[src/rtl/clock_pkg.sv]
// Shared encodings for the clock front panel: clk_mode values and button indices.
// Also used by clock_top to decode virtual buttons and the current mode.
package clock_pkg;

    typedef enum logic [1:0] {
        MODE_RUN       = 2'd0,
        MODE_SET_TIME  = 2'd1,
        MODE_SET_ALARM = 2'd2,
        MODE_SET_DATE  = 2'd3
    } mode_e;

    localparam int NUM_BTN  = 4;
    localparam int NUM_RPT  = 3;   // buttons 0..2 auto-repeat; setampm does not
    localparam int BTN_1    = 0;
    localparam int BTN_2    = 1;
    localparam int BTN_3    = 2;
    localparam int BTN_AMPM = 3;

    function automatic int max3(input int a, input int b, input int c);
        int m;
        m = (a > b) ? a : b;
        return (m > c) ? m : c;
    endfunction

endpackage

[src/rtl/debounce_cell.sv]
// One raw button: 2-flop synchronizer, debounce counter, stable level and
// a combinational rise strobe that is high for the cycle after stable goes 0->1.
module debounce_cell #(
    parameter int DB_CYCLES = 4,
    parameter int CNT_W     = 3
) (
    input  logic mclk,
    input  logic rst,
    input  logic raw,
    output logic stable,
    output logic rise
);

    logic [1:0]       sync;
    logic             stable_d;
    logic [CNT_W-1:0] cnt;

    always_ff @(posedge mclk or negedge rst) begin
        if (!rst) begin
            sync     <= '0;
            stable   <= 1'b0;
            stable_d <= 1'b0;
            cnt      <= '0;
        end else begin
            sync     <= {sync[0], raw};
            stable_d <= stable;
            if (sync[1] == stable) begin
                cnt <= '0;
            end else if (cnt == CNT_W'(DB_CYCLES - 1)) begin
                // the level has now been held DB_CYCLES cycles
                stable <= ~stable;
                cnt    <= '0;
            end else begin
                cnt <= cnt + CNT_W'(1);
            end
        end
    end

    assign rise = stable & ~stable_d;

endmodule

[src/rtl/button_conditioner.sv]
// Turns raw panel buttons into one-cycle virtual button pulses with auto-repeat,
// and steps clk_mode on each pMode press (pulses are blanked on a mode change).
module button_conditioner
    import clock_pkg::*;
#(
    parameter int DB_CYCLES     = 4,
    parameter int REPEAT_DELAY  = 20,
    parameter int REPEAT_PERIOD = 8
) (
    input  logic               mclk,
    input  logic               rst,
    input  logic [NUM_BTN-1:0] pButton,
    input  logic               pMode,
    output logic [NUM_BTN-1:0] vButton,
    output logic [1:0]         clk_mode
);

    localparam int NUM_IN = NUM_BTN + 1;
    localparam int CNT_W  = $clog2(max3(DB_CYCLES, REPEAT_DELAY, REPEAT_PERIOD) + 1);

    logic [NUM_IN-1:0] raw, stable, rise;
    logic              mode_rise;

    assign raw       = {pMode, pButton};
    assign mode_rise = rise[NUM_BTN];

    for (genvar g = 0; g < NUM_IN; g++) begin : g_cell
        debounce_cell #(
            .DB_CYCLES (DB_CYCLES),
            .CNT_W     (CNT_W)
        ) u_cell (
            .mclk   (mclk),
            .rst    (rst),
            .raw    (raw[g]),
            .stable (stable[g]),
            .rise   (rise[g])
        );
    end

    logic [NUM_RPT-1:0][CNT_W-1:0] rep_cnt;
    logic [NUM_RPT-1:0]            rep_first, rep_fire;
    logic [NUM_BTN-1:0]            pulse;

    // rep_cnt counts edges since the last press/repeat pulse of that button
    always_comb begin
        rep_fire = '0;
        for (int i = 0; i < NUM_RPT; i++) begin
            rep_fire[i] = stable[i] & ~rise[i] &
                          (rep_first[i] ? (rep_cnt[i] == CNT_W'(REPEAT_DELAY - 1))
                                        : (rep_cnt[i] == CNT_W'(REPEAT_PERIOD - 1)));
        end
    end

    assign pulse = rise[NUM_BTN-1:0] | {{(NUM_BTN-NUM_RPT){1'b0}}, rep_fire};

    always_ff @(posedge mclk or negedge rst) begin
        if (!rst) begin
            rep_cnt   <= '0;
            rep_first <= '0;
            vButton   <= '0;
            clk_mode  <= MODE_RUN;
        end else begin
            for (int i = 0; i < NUM_RPT; i++) begin
                if (!stable[i]) begin
                    rep_cnt[i]   <= '0;
                    rep_first[i] <= 1'b0;
                end else if (rise[i]) begin
                    rep_cnt[i]   <= '0;
                    rep_first[i] <= 1'b1;
                end else if (rep_fire[i]) begin
                    rep_cnt[i]   <= '0;
                    rep_first[i] <= 1'b0;
                end else begin
                    rep_cnt[i] <= rep_cnt[i] + CNT_W'(1);
                end
            end
            // a suppressed pulse is dropped; the repeat timers above keep running
            vButton <= mode_rise ? '0 : pulse;
            if (mode_rise)
                clk_mode <= clk_mode + 2'd1;
        end
    end

endmodule

[config.mk]
export PLATFORM = sky130hd
export DESIGN_NAME = button_conditioner
export DESIGN_NICKNAME = d
export VERILOG_FILES = /design/src/rtl/clock_pkg.sv /design/src/rtl/debounce_cell.sv /design/src/rtl/button_conditioner.sv
export SDC_FILE = /design/constraint.sdc
export NUM_CORES = 1
export LEC_CHECK = 0
export ABC_CLOCK_PERIOD_IN_PS = 4200
export CORE_MARGIN = 5
export CORE_UTILIZATION = 40
export CTS_CLUSTER_SIZE = 14
export DETAILED_ROUTE_END_ITERATION = 8
export GPL_TIMING_DRIVEN = 1
export HOLD_SLACK_MARGIN = 0.03
export SLEW_MARGIN = 20
export SYNTH_ARGS = -nofsm -noshare
export SYNTH_HDL_FRONTEND = slang
export SYNTH_SLANG_ARGS = --single-unit
[constraint.sdc]
create_clock -name mclk -period 4.2 [get_ports mclk]
set_input_delay 0.84 -clock mclk [delete_from_list [all_inputs] [get_ports mclk]]
set_output_delay 0.84 -clock mclk [all_outputs]
set_load 0.01 [all_outputs]
# After elaboration in Yosys (flattened, before gate mapping)
# Index checks and enable logic that the tools add are counted.
# op_classes
n_addsub	9
n_eq_ne	19
n_mux	32
bitwise	30
n_reduce_logical	5
# op_table
cell	n
$mux 5	19
$add 5x1->5 const B	8
$eq 5x2->1 const B	5
$not 1->1	18
$eq 5x3->1 const B	3
$eq 5x5->1 const B	3
$mux 1	12
$and 1x1->1	11
$reduce_and 2->1	5
$ne 3x3->1 const B	3
$eq 1x1->1	5
$mux 4	1
$or 4x3->4	1
$add 2x1->2 const B	1
# totals
regBits	69
in_bits	7
out_inout_bits	6

# Longest topological paths before layout
# logic_depth
word_depth	8
depth_mapped	4
mapped_depth_nobuf	4

# Cells and area by module
# A second synthesis with hierarchy kept.
# hier_totals
hier_cells	224
area_unflattened_um2	2850.2
# by_module_without_submodules
mod	instances	cells_each	area_per_inst_um2	seq_area_each_um2
debounce_cell	5	26	346.6	225.2
button_conditioner	1	94	1117.3	600.6

# Worst setup path after synthesis
# Ideal clock, no wire load.
# synth_path
path_kind	register to register
from	reg g_cell[1].u_cell.cnt[0]
to	reg g_cell[1].u_cell.stable
setup_ps	125
arrival_time_ps	1208
required_ps	4075
setup_slack_ps	2867
path_stages_with_launch	4
path_buffers	0
synth_period_minus_slack_ps	1333
cell_sequence	dfrtp_1 > ha_1 > nor4b_1 > mux2_2
# synth_between
elab_chain_cells	2
# synth_rtl
element	line_no	source
start, declared	debounce_cell.sv:16	logic [CNT_W-1:0] cnt;
start signal, assigned	debounce_cell.sv:34	cnt <= cnt + CNT_W'(1);
$eq 5x2->1	debounce_cell.sv:29	end else if (cnt == CNT_W'(DB_CYCLES - 1)) begin
$reduce_and 2->1 (no source line)	n/a	
end signal, assigned	debounce_cell.sv:31	stable <= ~stable;
end, declared	debounce_cell.sv:10	output logic stable,
# Every way passes these cells.
# A chain may end at the register's enable or synchronous reset.

# Final worst setup path
# layout_path
from	reg clk_mode[1]
to	out clk_mode[1]
# layout_rtl
element	line_no	source
start, declared	button_conditioner.sv:15	output logic [1:0] clk_mode
start signal, assigned	button_conditioner.sv:80	clk_mode <= clk_mode + 2'd1;
# No word-level cell between the ends.

==> out/results.md <==
| Quantity | Reported |
|:---|:---|
| Run status | finished, final reports clean |
| Number of instances resized during post-cts repair | 0 |
| Critical path class | register to output port |
| Area grow syn2layout | 14.8% |
| Largest delay contributor family on the critical path | buffers and inverters |
| Final Max Tran Viols | 0 |
| Setup Total Neg Slack | 0 ns |
| Fmax | 478 MHz |
| Slowest Stage Delay on Critical Path | 0.54 ns |
| # nets final | 255 |
| Post-synthesis cell type with the largest combined area | sky130_fd_sc_hd__dfrtp_1 |
| CP startpoint kind | register |
| Count of endpoints failing hold in the final timing report | 0 |
| Total via count in the routed design | 1,557 |
| Dominant combinational cell family by area after synthesis | simple AND/OR/NAND/NOR gates |
| Die Width | 92.7 µm |
| Number of levels in the clock H-tree | 3 |
| Hold depth | 0 |
| Endpoint type of the worst setup path | output port |
| Post-DP HPWL | 2.62 mm |
| Proportion of synthesized area in mux cells | 2.88% |
| Critical path depth | 1 |
| Mean instance size in the synthesized netlist | 12.7 µm² |
| Worst clock skew | 0.00739 ns |
| Antenna violations before repair | 0 |
| Floorplan die height | 92.7 µm |
| Area of the core | 0.00672 mm² |
| Warning count from the yosys run | 0 |
| Worst IR drop on VDD | 305 µV |
| Fraction of layout cells with a size suffix above 1 | 11.9% |
| Number of distinct library cell variants in the gate-level netlist after synthesis | 22 |
| Compound-cell area share of the yosys netlist | 3.80% |
| Post-Synth XOR/XNOR Area | 9.29% |
| FILL cells | 602 |
| Mean routed wirelength per cell | 12.1 µm |
| Number of buffers and inverters on the critical path | 1 |
| Worst hold margin | 0.339 ns |
| Routability congestion estimate from global placement | 0.687 |
| Via count of the first global-routing pass | 1,553 |
| Core Rows | 30 |
| Post-CTS Repair Setup Buffers | 0 |
| CP required | 3.36 ns |
| Biggest area contributors in the synthesized netlist | sky130_fd_sc_hd__dfrtp_1, sky130_fd_sc_hd__xor2_1, sky130_fd_sc_hd__xnor2_1, sky130_fd_sc_hd__ha_1, sky130_fd_sc_hd__nor2_1 |
| Drt total wl | 3.92 mm |
| Part of the Yosys area used for sequential elements | 63.2% |
| Clock latency on the worst-skew pair | 0.34 ns |
| Max-Cap Viols | 0 |
| Total routing usage reported by global routing | 10.7% |
| Wire length of the first global-routing pass | 6.88 mm |
| TritonRoute pass-1 iters | 4 |
| Die Area | 0.00858 mm² |
| Pin count of the biggest net entering global routing | 45 |
| Critical-path cell list | clkdlybuf4s50_1 |
| Input/output buffers | 12 |
| Clock sink count | 69 |
| Clock-pin slew reported for the worst setup and hold paths after clock tree synthesis | 0.07 ns |
| Number of inserted diodes | 0 |
| Setup repair after global routing missed its margin | no |
| Post-synth design cell area | 0.00273 mm² |
| Final setup violation count | 0 |
| Power density over the cells | 580 mW/mm² |
| CTS tree | done |
| Total power consumption of the routed design | 1.82 mW |
| Net count after synthesis | 231 |
| Cell with the largest stage delay on the worst path | sky130_fd_sc_hd__clkdlybuf4s50_1 |
| Io pins | 13 |
| Share of the cycle needed by the critical path after routing | 49.9% |
| Min cycle time layout | 2.09 ns |
| Synthesized instance count | 216 |
| Most common cell after layout, fill and taps aside | sky130_fd_sc_hd__dfrtp_1 |
| Effective utilization at floorplan | 40.7% |
| Fraction of the mapped netlist area in simple logic gates | 16.2% |
| Antenna Nets Post-Route | 0 |
| Type of the tightest min-delay check | register to register |
| Master cell of the clock root buffer | sky130_fd_sc_hd__clkbuf_8 |
| First-iteration detailed-routing DRC count | 56 |
| Remaining design rule violation count | 0 |
| Clk buf depth | 2 |
| Adder-Cell Fraction of Synth Area | 3.66% |
| Arrival time at the worst endpoint | 1.25 ns |
| Vias per cell | 4.81 |
| Transition at the pin with the smallest max-transition slack | 0.537 ns |
| Worst Path Max Fanout | 2 |
| Normalized max-slew margin | 64.2% |
| Synthesized flop and latch total | 69 |
| Quantity of hold-fixing buffers added after cts | 0 |
| Post-synth top area share | 63.2% |
| Top library cells by usage in the layout, fill and taps aside | sky130_fd_sc_hd__dfrtp_1, sky130_fd_sc_hd__nor2_1, sky130_fd_sc_hd__xor2_1 |
| Total gr overflow | 0 |
| Static Leak | 1.40 nW |
| CTS buffer count | 9 |
| Number of cells on the worst reg-to-reg path | 3 |
-- layout make-up --
| class | count | area [µm²] | area share, % |
|---|---|---|---|
| sequential | 69 | 1730 | 55.0 |
| multi-input combinational | 140 | 980 | 31.2 |
| clock buffer | 10 | 128 | 4.07 |
| timing repair buffer | 13 | 125 | 3.99 |
| tap | 80 | 100 | 3.19 |
| clock inverter | 5 | 52.6 | 1.67 |
| inverter | 7 | 26.3 | 0.837 |
-- power breakdown --
part | total [mW] | leakage (nW) | internal [mW] | switching (mW)
Combinational | 0.384 | 0.415 | 0.198 | 0.185
Sequential | 0.935 | 0.896 | 0.822 | 0.114
Clock | 0.500 | 0.0919 | 0.268 | 0.232
-- routing by layer --
layer,routed length (µm),vias up,global-route usage [%]
met2,1730,13,16.0
li1,-,783,-
met5,0,-,0
met4,128,0,8.06
met3,145,10,3.66
met1,1920,751,12.7
-- synth_stat cells --
cell,n
sky130_fd_sc_hd__a21boi_0,3
sky130_fd_sc_hd__a21oi_2,3
sky130_fd_sc_hd__and3b_1,1
sky130_fd_sc_hd__dfrtp_1,69
sky130_fd_sc_hd__ha_1,8
sky130_fd_sc_hd__inv_1,7
sky130_fd_sc_hd__mux2_2,7
sky130_fd_sc_hd__nand2_1,3
sky130_fd_sc_hd__nand2b_1,7
sky130_fd_sc_hd__nand3_1,16
sky130_fd_sc_hd__nand3b_1,3
sky130_fd_sc_hd__nor2_1,22
sky130_fd_sc_hd__nor2b_1,2
sky130_fd_sc_hd__nor3_1,14
sky130_fd_sc_hd__nor3b_1,3
sky130_fd_sc_hd__nor4b_1,5
sky130_fd_sc_hd__o211a_1,3
sky130_fd_sc_hd__o21ai_0,5
sky130_fd_sc_hd__or2_2,3
sky130_fd_sc_hd__or3b_1,3
sky130_fd_sc_hd__xnor2_1,12
sky130_fd_sc_hd__xor2_1,17
-- through the flow --
stage                     std cells  setup WS (ns)  util, %  area (µm²)
after floorplan                 216           2.87        -        2730
after global placement          309           2.22     44.0        2960
after detailed placement        309           2.19     44.0        2960
after CTS                       324           2.08     46.7        3140
after global routing            324           2.05     46.7        3140
final                           324           2.11     46.7        3140
-- cells by family (layout without fill, tap and decap cells) --
logic type	count (synthesis)	count (layout)
buffers and inverters	7	35
DFF	69	69
AOI/OAI and AO/OA	14	14
and+or+nand+nor	82	82
muxes	7	7
xor gates and xnor gates	29	29
adders and majority gates	8	8
-- path summary, 6_finish.rpt --
check	startpoint	end	slack (ns)
worst max register to register	g_cell[2].u_cell.cnt[0]	g_cell[2].u_cell.stable	2.72
worst max-delay path	clk_mode[1]	clk_mode[1]	2.11
worst min register to register	g_cell[1].u_cell.sync[0]	g_cell[1].u_cell.sync[1]	0.34
max in group asynchronous	rst	g_cell[0].u_cell.stable	2.99
worst min-delay path	g_cell[1].u_cell.sync[0]	g_cell[1].u_cell.sync[1]	0.34
min in group asynchronous	rst	g_cell[4].u_cell.sync[1]	0.48
-- flip-flops by register name (all words and copies together) (netlist names) --
register,flops
vButton,4
g_cell.u_cell.sync,10
clk_mode,2
rep_first,3
rep_cnt,15
g_cell.u_cell.cnt,25
g_cell.u_cell.stable,5
g_cell.u_cell.stable_d,5
(Power assumes the default switching activity.)
